### config.mk
export PLATFORM = sky130hd
export DESIGN_NAME = ntt_mem_sched
export DESIGN_NICKNAME = d
export VERILOG_FILES = /design/src/rtl/ntt_pkg.sv /design/src/rtl/ntt_inflight_pipe.sv /design/src/rtl/ntt_mem_sched.sv
export SDC_FILE = /design/constraint.sdc
export NUM_CORES = 1
export LEC_CHECK = 0
export ABC_AREA = 1
export ABC_CLOCK_PERIOD_IN_PS = 2000
export CAP_MARGIN = 20
export CELL_PAD_IN_SITES_DETAIL_PLACEMENT = 1
export CELL_PAD_IN_SITES_GLOBAL_PLACEMENT = 2
export CORE_MARGIN = 10
export CORE_UTILIZATION = 28
export CTS_CLUSTER_DIAMETER = 30
export CTS_CLUSTER_SIZE = 40
export DETAILED_ROUTE_END_ITERATION = 6
export PLACE_DENSITY = 0.75
export SLEW_MARGIN = 20
export SYNTH_ARGS = -nofsm -noshare
export SYNTH_HDL_FRONTEND = slang
export SYNTH_HIERARCHICAL = 1
export SYNTH_SLANG_ARGS = --single-unit
### constraint.sdc
create_clock -name clk -period 2 [get_ports clk]
set_input_delay 0.3 -clock clk [delete_from_list [all_inputs] [get_ports clk]]
set_output_delay 0.3 -clock clk [all_outputs]
set_load 0.05 [all_outputs]
### src/rtl/ntt_pkg.sv
// Shared definitions for the NTT memory scheduler: FSM encoding and default latencies.
package ntt_pkg;

  localparam int NTT_RD_LAT = 1;
  localparam int NTT_BF_LAT = 4;

  typedef enum logic [1:0] {
    S_IDLE  = 2'd0,
    S_RUN   = 2'd1,
    S_DRAIN = 2'd2,
    S_FIN   = 2'd3
  } ntt_state_e;

  function automatic logic state_is_busy(input ntt_state_e s);
    return (s == S_RUN) || (s == S_DRAIN);
  endfunction

endpackage

### src/rtl/ntt_inflight_pipe.sv
// D-deep shift register of issued butterflies with read-after-write hazard compare.
module ntt_inflight_pipe #(
  parameter int ADDR_W = 11,
  parameter int DEPTH  = 5,
  parameter int TAP    = 1
) (
  input  logic              clk,
  input  logic              rst_n,
  input  logic              flush,
  input  logic              push,
  input  logic [ADDR_W-1:0] push_a,
  input  logic [ADDR_W-1:0] push_b,
  input  logic              push_fwd,
  input  logic              push_pm,
  input  logic              push_ll,
  input  logic [ADDR_W-1:0] chk_a,
  input  logic [ADDR_W-1:0] chk_b,
  output logic              hazard,
  output logic              empty,
  output logic              tap_valid,
  output logic              tap_fwd,
  output logic              tap_pm,
  output logic              tap_ll,
  output logic              out_valid,
  output logic [ADDR_W-1:0] out_a,
  output logic [ADDR_W-1:0] out_b
);

  logic [DEPTH-1:0]  valid_q, valid_d, fwd_q, fwd_d, pm_q, pm_d, ll_q, ll_d;
  logic [ADDR_W-1:0] a_q [DEPTH];
  logic [ADDR_W-1:0] a_d [DEPTH];
  logic [ADDR_W-1:0] b_q [DEPTH];
  logic [ADDR_W-1:0] b_d [DEPTH];

  always_comb begin
    for (int k = DEPTH - 1; k > 0; k--) begin
      valid_d[k] = valid_q[k-1];
      fwd_d[k]   = fwd_q[k-1];
      pm_d[k]    = pm_q[k-1];
      ll_d[k]    = ll_q[k-1];
      a_d[k]     = a_q[k-1];
      b_d[k]     = b_q[k-1];
    end
    // Bubbles carry a zero payload so idle write addresses read back as 0.
    valid_d[0] = push;
    fwd_d[0]   = push & push_fwd;
    pm_d[0]    = push & push_pm;
    ll_d[0]    = push & push_ll;
    a_d[0]     = push ? push_a : '0;
    b_d[0]     = push ? push_b : '0;
    if (flush) begin
      valid_d = '0;
      fwd_d   = '0;
      pm_d    = '0;
      ll_d    = '0;
      for (int k = 0; k < DEPTH; k++) begin
        a_d[k] = '0;
        b_d[k] = '0;
      end
    end
  end

  always_ff @(posedge clk or negedge rst_n) begin
    if (!rst_n) begin
      valid_q <= '0;
      fwd_q   <= '0;
      pm_q    <= '0;
      ll_q    <= '0;
      for (int k = 0; k < DEPTH; k++) begin
        a_q[k] <= '0;
        b_q[k] <= '0;
      end
    end else begin
      valid_q <= valid_d;
      fwd_q   <= fwd_d;
      pm_q    <= pm_d;
      ll_q    <= ll_d;
      for (int k = 0; k < DEPTH; k++) begin
        a_q[k] <= a_d[k];
        b_q[k] <= b_d[k];
      end
    end
  end

  // Any pending write to either read address blocks the read, including the stage writing now.
  always_comb begin
    hazard = 1'b0;
    for (int k = 0; k < DEPTH; k++) begin
      if (valid_q[k] && (chk_a == a_q[k] || chk_a == b_q[k] ||
                         chk_b == a_q[k] || chk_b == b_q[k]))
        hazard = 1'b1;
    end
  end

  assign empty     = ~|valid_q;
  assign tap_valid = valid_q[TAP-1];
  assign tap_fwd   = fwd_q[TAP-1];
  assign tap_pm    = pm_q[TAP-1];
  assign tap_ll    = ll_q[TAP-1];
  assign out_valid = valid_q[DEPTH-1];
  assign out_a     = a_q[DEPTH-1];
  assign out_b     = b_q[DEPTH-1];

endmodule

### src/rtl/ntt_mem_sched.sv
// Issues NTT butterfly reads from controller indices, stalls on write-back hazards.
// state | meaning
// IDLE  | waiting for start
// RUN   | issuing reads, stepping the index controller
// DRAIN | no new issue; waiting for in-flight write-backs
// FIN   | one-cycle done pulse
module ntt_mem_sched import ntt_pkg::*; #(
  parameter int ADDR_W = 11,
  parameter int RD_LAT = NTT_RD_LAT,
  parameter int BF_LAT = NTT_BF_LAT
) (
  input  logic              clk,
  input  logic              rst_n,
  input  logic              start,
  input  logic [ADDR_W-1:0] ctrl_index_a,
  input  logic [ADDR_W-1:0] ctrl_index_b,
  input  logic [ADDR_W-1:0] ctrl_index_w,
  input  logic              ctrl_forward,
  input  logic              ctrl_point_mul,
  input  logic              ctrl_last_layer,
  input  logic              ctrl_done,
  output logic              ctrl_step,
  output logic              rd_en,
  output logic [ADDR_W-1:0] rd_addr_a,
  output logic [ADDR_W-1:0] rd_addr_b,
  output logic [ADDR_W-1:0] tw_addr,
  output logic              bf_valid,
  output logic              bf_forward,
  output logic              bf_point_mul,
  output logic              bf_last_layer,
  output logic              wr_en,
  output logic [ADDR_W-1:0] wr_addr_a,
  output logic [ADDR_W-1:0] wr_addr_b,
  output logic              busy,
  output logic              done
);

  localparam int D   = RD_LAT + BF_LAT;
  localparam int TAP = (RD_LAT > 0) ? RD_LAT : 1;
  localparam bit BF_FROM_ISSUE = (RD_LAT == 0);

  ntt_state_e state_q, state_d;
  logic busy_q, busy_d, done_q, done_d;
  logic issue, step;
  logic hazard, pipe_empty;
  logic tap_valid, tap_fwd, tap_pm, tap_ll;

  always_comb begin
    state_d = state_q;
    issue   = 1'b0;
    step    = 1'b0;
    if (start) begin
      state_d = S_RUN;
    end else begin
      case (state_q)
        S_RUN: begin
          if (!ctrl_done) begin
            issue = !hazard;
            step  = !hazard;
          end else if (ctrl_forward) begin
            step = 1'b1;  // forward->inverse turnaround: advance without a read
          end else begin
            state_d = S_DRAIN;
          end
        end
        S_DRAIN: if (pipe_empty) state_d = S_FIN;
        S_FIN:   state_d = S_IDLE;
        default: state_d = state_q;
      endcase
    end
    busy_d = state_is_busy(state_d);
    done_d = (state_d == S_FIN);
  end

  always_ff @(posedge clk or negedge rst_n) begin
    if (!rst_n) begin
      state_q <= S_IDLE;
      busy_q  <= 1'b0;
      done_q  <= 1'b0;
    end else begin
      state_q <= state_d;
      busy_q  <= busy_d;
      done_q  <= done_d;
    end
  end

  ntt_inflight_pipe #(
    .ADDR_W (ADDR_W),
    .DEPTH  (D),
    .TAP    (TAP)
  ) u_pipe (
    .clk       (clk),
    .rst_n     (rst_n),
    .flush     (start),
    .push      (issue),
    .push_a    (ctrl_index_a),
    .push_b    (ctrl_index_b),
    .push_fwd  (ctrl_forward),
    .push_pm   (ctrl_point_mul),
    .push_ll   (ctrl_last_layer),
    .chk_a     (ctrl_index_a),
    .chk_b     (ctrl_index_b),
    .hazard    (hazard),
    .empty     (pipe_empty),
    .tap_valid (tap_valid),
    .tap_fwd   (tap_fwd),
    .tap_pm    (tap_pm),
    .tap_ll    (tap_ll),
    .out_valid (wr_en),
    .out_a     (wr_addr_a),
    .out_b     (wr_addr_b)
  );

  assign ctrl_step     = step;
  assign rd_en         = issue;
  assign rd_addr_a     = issue ? ctrl_index_a : '0;
  assign rd_addr_b     = issue ? ctrl_index_b : '0;
  assign tw_addr       = issue ? ctrl_index_w : '0;
  assign bf_valid      = BF_FROM_ISSUE ? issue : tap_valid;
  assign bf_forward    = BF_FROM_ISSUE ? (issue & ctrl_forward) : tap_fwd;
  assign bf_point_mul  = BF_FROM_ISSUE ? (issue & ctrl_point_mul) : tap_pm;
  assign bf_last_layer = BF_FROM_ISSUE ? (issue & ctrl_last_layer) : tap_ll;
  assign busy          = busy_q;
  assign done          = done_q;

endmodule

==> out/results.ini <==
[status]
outcome = complete, but fails checks
violations = setup timing

[route]
first_pass_detailed_route_iteration_total = 4
antenna_violating_nets_post_route = 0
wl_um = 30700
wl_per_cell_um = 17.5
detail_route.vias_per_cell = 4.38
route.vias.total = 7696
initial_drt_markers = 401
drc = 0

[power]
power.total_uw = 7060
power_density_nw_per_um2 = 594
power.combinational.fraction = 0.206
power.switching_uw = 2070
swShare = 0.293
ir_worst_vdd_uv = 375
p_clk_frac = 0.435
seq_power_share = 0.359
p_leak_uw = 0.00575
p_int_uw = 4990

[finish]
post_route_cells_drive_above_1_share = 0.294
filler_cell_count = 3347
antenna_cells = 0
area.growth.synth_to_final_pct = 53.1
final_non_filler_cell_area_sq_um = 11900
layout_common_cells = nand2_1 (348), buf_4 (189), nor2_1 (154)
final_common_cell = nand2_1
multi_input_area_sq_um = 3970
ff_latch_area_sq_um = 3060
finish.net_count = 1416

[clock_tree]
clkLatencyLatePin_ps = 420
clockBufferDepth = 2
htree_levels = 4
tritoncts_clock_tree = built
clock_edge_transition_at_the_registers_on_the_reported_setup_and_hold_paths_ps = 60
cts.root.buffer_cell = clkbuf_16
cts.sinks = 122
number_of_buffers_added_by_the_clock_tree_synthesis_step = 17

[timing]
grt_setup_unrepaired = yes
timing_worst_slew_pin_value_ps = 589
final.setup.worst_slack_ps = -792
max_slew_violation_total_from_the_final_report = 0
finalCritPeriodShare = 1.40
final.setup.tns_ps = -37010
slew-limit-headroom = 0.608
maxClockFrequency_mhz = 358
fin_worst_skew_ps = 10.5
report.final.setup_viol = 61
post-route-min-period_ps = 2790
hold_violations = 0

[floorplanning]
start_util = 0.286
die_w_um = 186
die_y_um = 186
overall_die_area_sq_um = 34800
io_pins = 104
floorplan.rows = 60
core_sq_um = 27100

[global_route]
grt_start_max_net_pins = 122
global_route.usage.total = 0.175
grt_pass1_wl_um = 48100
grt_pass1_vias = 8208
grt_remaining_overflow = 0
antenna_found_initial = 0

[critical_path]
worst-endpoint-required_ps = 1700
reg2reg_slack_ps = -440
timing.reg2reg.worst_path_depth = 19
crit_type = flop to output pin
worstSetupEndpointType = output pin
crit_path_max_fanout = 8
critical_path_arrival_ps = 2490
start_kind = flop

[yosys]
synth.cell_area_sq_um = 7760
synth.distinct_cells = 25
post_synth.cell_area_avg_sq_um = 7.00
postSynthCellCount = 1109
synth_seq_area_share = 0.393
mappedNetlistNets = 1150
synth-seq-cells = 122
synth.top_cell.area_share = 0.393
post-synth-top-area-cell = dfrtp_1
synth_area_leaders = dfrtp_1 (39%), nand2_1 (17%), nor2_1 (9.5%), inv_1 (7.7%), xnor2_1 (6.9%)
ys.warnings.count = 6

[place]
numPortBuffers = 103
place.gp.congestion = 0.863
placement.cell_area_sq_um = 10800
post-dp-hpwl_um = 22500
detailedPlace.worstSlack_ps = -1030

[worst_hold_path]
worst_hold_path_type = input pin to flop
hold_path_depth = 4

[run]
max-cap-violations = 0

==> timing repair <==
item	4_1_cts	5_1_grt
endpoints found under the hold margin	28	0
setup endpoints to repair	65	61
pin swaps	12	19
hold buffers	1	0
gates resized for setup	108	37
setup buffers	18	3
gates cloned	7	1
==> worst paths after layout <==
path	start	end
max	u_pipe/out_a[5]	tw_addr[0]
max in group asynchronous	rst_n	u_pipe/valid_q[2]
max reg2reg	u_pipe/out_a[7]	u_pipe/b_q[46]
min	ctrl_index_b[6]	u_pipe/b_q[50]
min reg2reg	u_pipe/valid_q[2]	u_pipe/valid_q[3]
min in group asynchronous	rst_n	u_pipe/b_q[49]
==> registers in the layout, indices dropped and copies added, names as in the netlist <==
| name | count |
|---|---|
| busy | 1 |
| u_pipe/out_a | 11 |
| u_pipe/valid_q | 5 |
| u_pipe/pm_q | 1 |
| u_pipe/fwd_q | 1 |
| done | 1 |
| u_pipe/b_q | 44 |
| u_pipe/a_q | 44 |
| u_pipe/out_b | 11 |
| u_pipe/ll_q | 1 |
| state_q | 2 |
==> kinds of logic (layout without fill, tap and decap cells) <==
kind of cell | Yosys count | in the layout | synth area share
and+or+nand+nor | 667 | 667 | 0.356
xor gates and xnor gates | 91 | 91 | 0.104
adders and majority gates | 1 | 1 | 0.00161
DFF | 122 | 122 | 0.393
buffers and inverters | 225 | 503 | 0.143
AOI/OAI and AO/OA | 3 | 3 | 0.00242
==> metrics by stage <==
step / utilization / hold WS [ps] / std cells
2_1_floorplan: - / 4.41 / 1109
3_3_place_gp: 0.397 / 294 / 1703
3_5_place_dp: 0.397 / 294 / 1703
4_1_cts: 0.437 / 332 / 1760
5_1_grt: 0.439 / 335 / 1759
6_report: 0.439 / 317 / 1759
==> worst max-delay path: stages, from the launching register on <==
cell     delay, ps
dfrtp_1        420
buf_6          140
nand2_2         50
nand2_1         40
nand2_1         70
nor2_1          50
nand3_1         80
nand2_1         70
o21ai_1        140
nand2_1         70
nor2_1         100
nand2_1         90
inv_2           90
nand3_4        150
buf_12         210
nor2_4         130
buf_12         140
==> synthesized netlist by cell type (all sizes together) <==
cell / count
a21oi: 1
buf: 50
clkbuf: 13
dfrtp: 122
ha: 1
inv: 162
nand2: 361
nand3: 32
nand3b: 1
nand4: 48
nor2: 218
nor3: 7
o21ai: 2
xnor2: 61
xor2: 30
==> routing by layer <==
layer / share of wire / track usage
met4: 0.0092 / 0.0385
met5: 0 / 0
met1: 0.46 / 0.224
met2: 0.50 / 0.306
met3: 0.029 / 0.0236
==> cell type report <==
cell class                      instances  share of cell area
Timing Repair Buffer                  310               0.268
Multi-Input combinational cell        762               0.334
Inverter                              162              0.0523
Sequential cell                       122               0.258
Tap cell                              372              0.0392
Clock inverter                         12              0.0105
Clock buffer                           19              0.0381
==> power groups by stage <==
stage | Combinational [uW] | Clock (uW) | Sequential, uW
2_1_floorplan | 675 | 0 | 2590
3_3_place_gp | 1330 | 0 | 2580
3_5_place_dp | 1340 | 0 | 2580
4_1_cts | 1470 | 3130 | 2530
5_1_grt | 1570 | 3250 | 2540
6_report | 1460 | 3070 | 2530
Note: power is estimated with default switching activity, not from simulation.
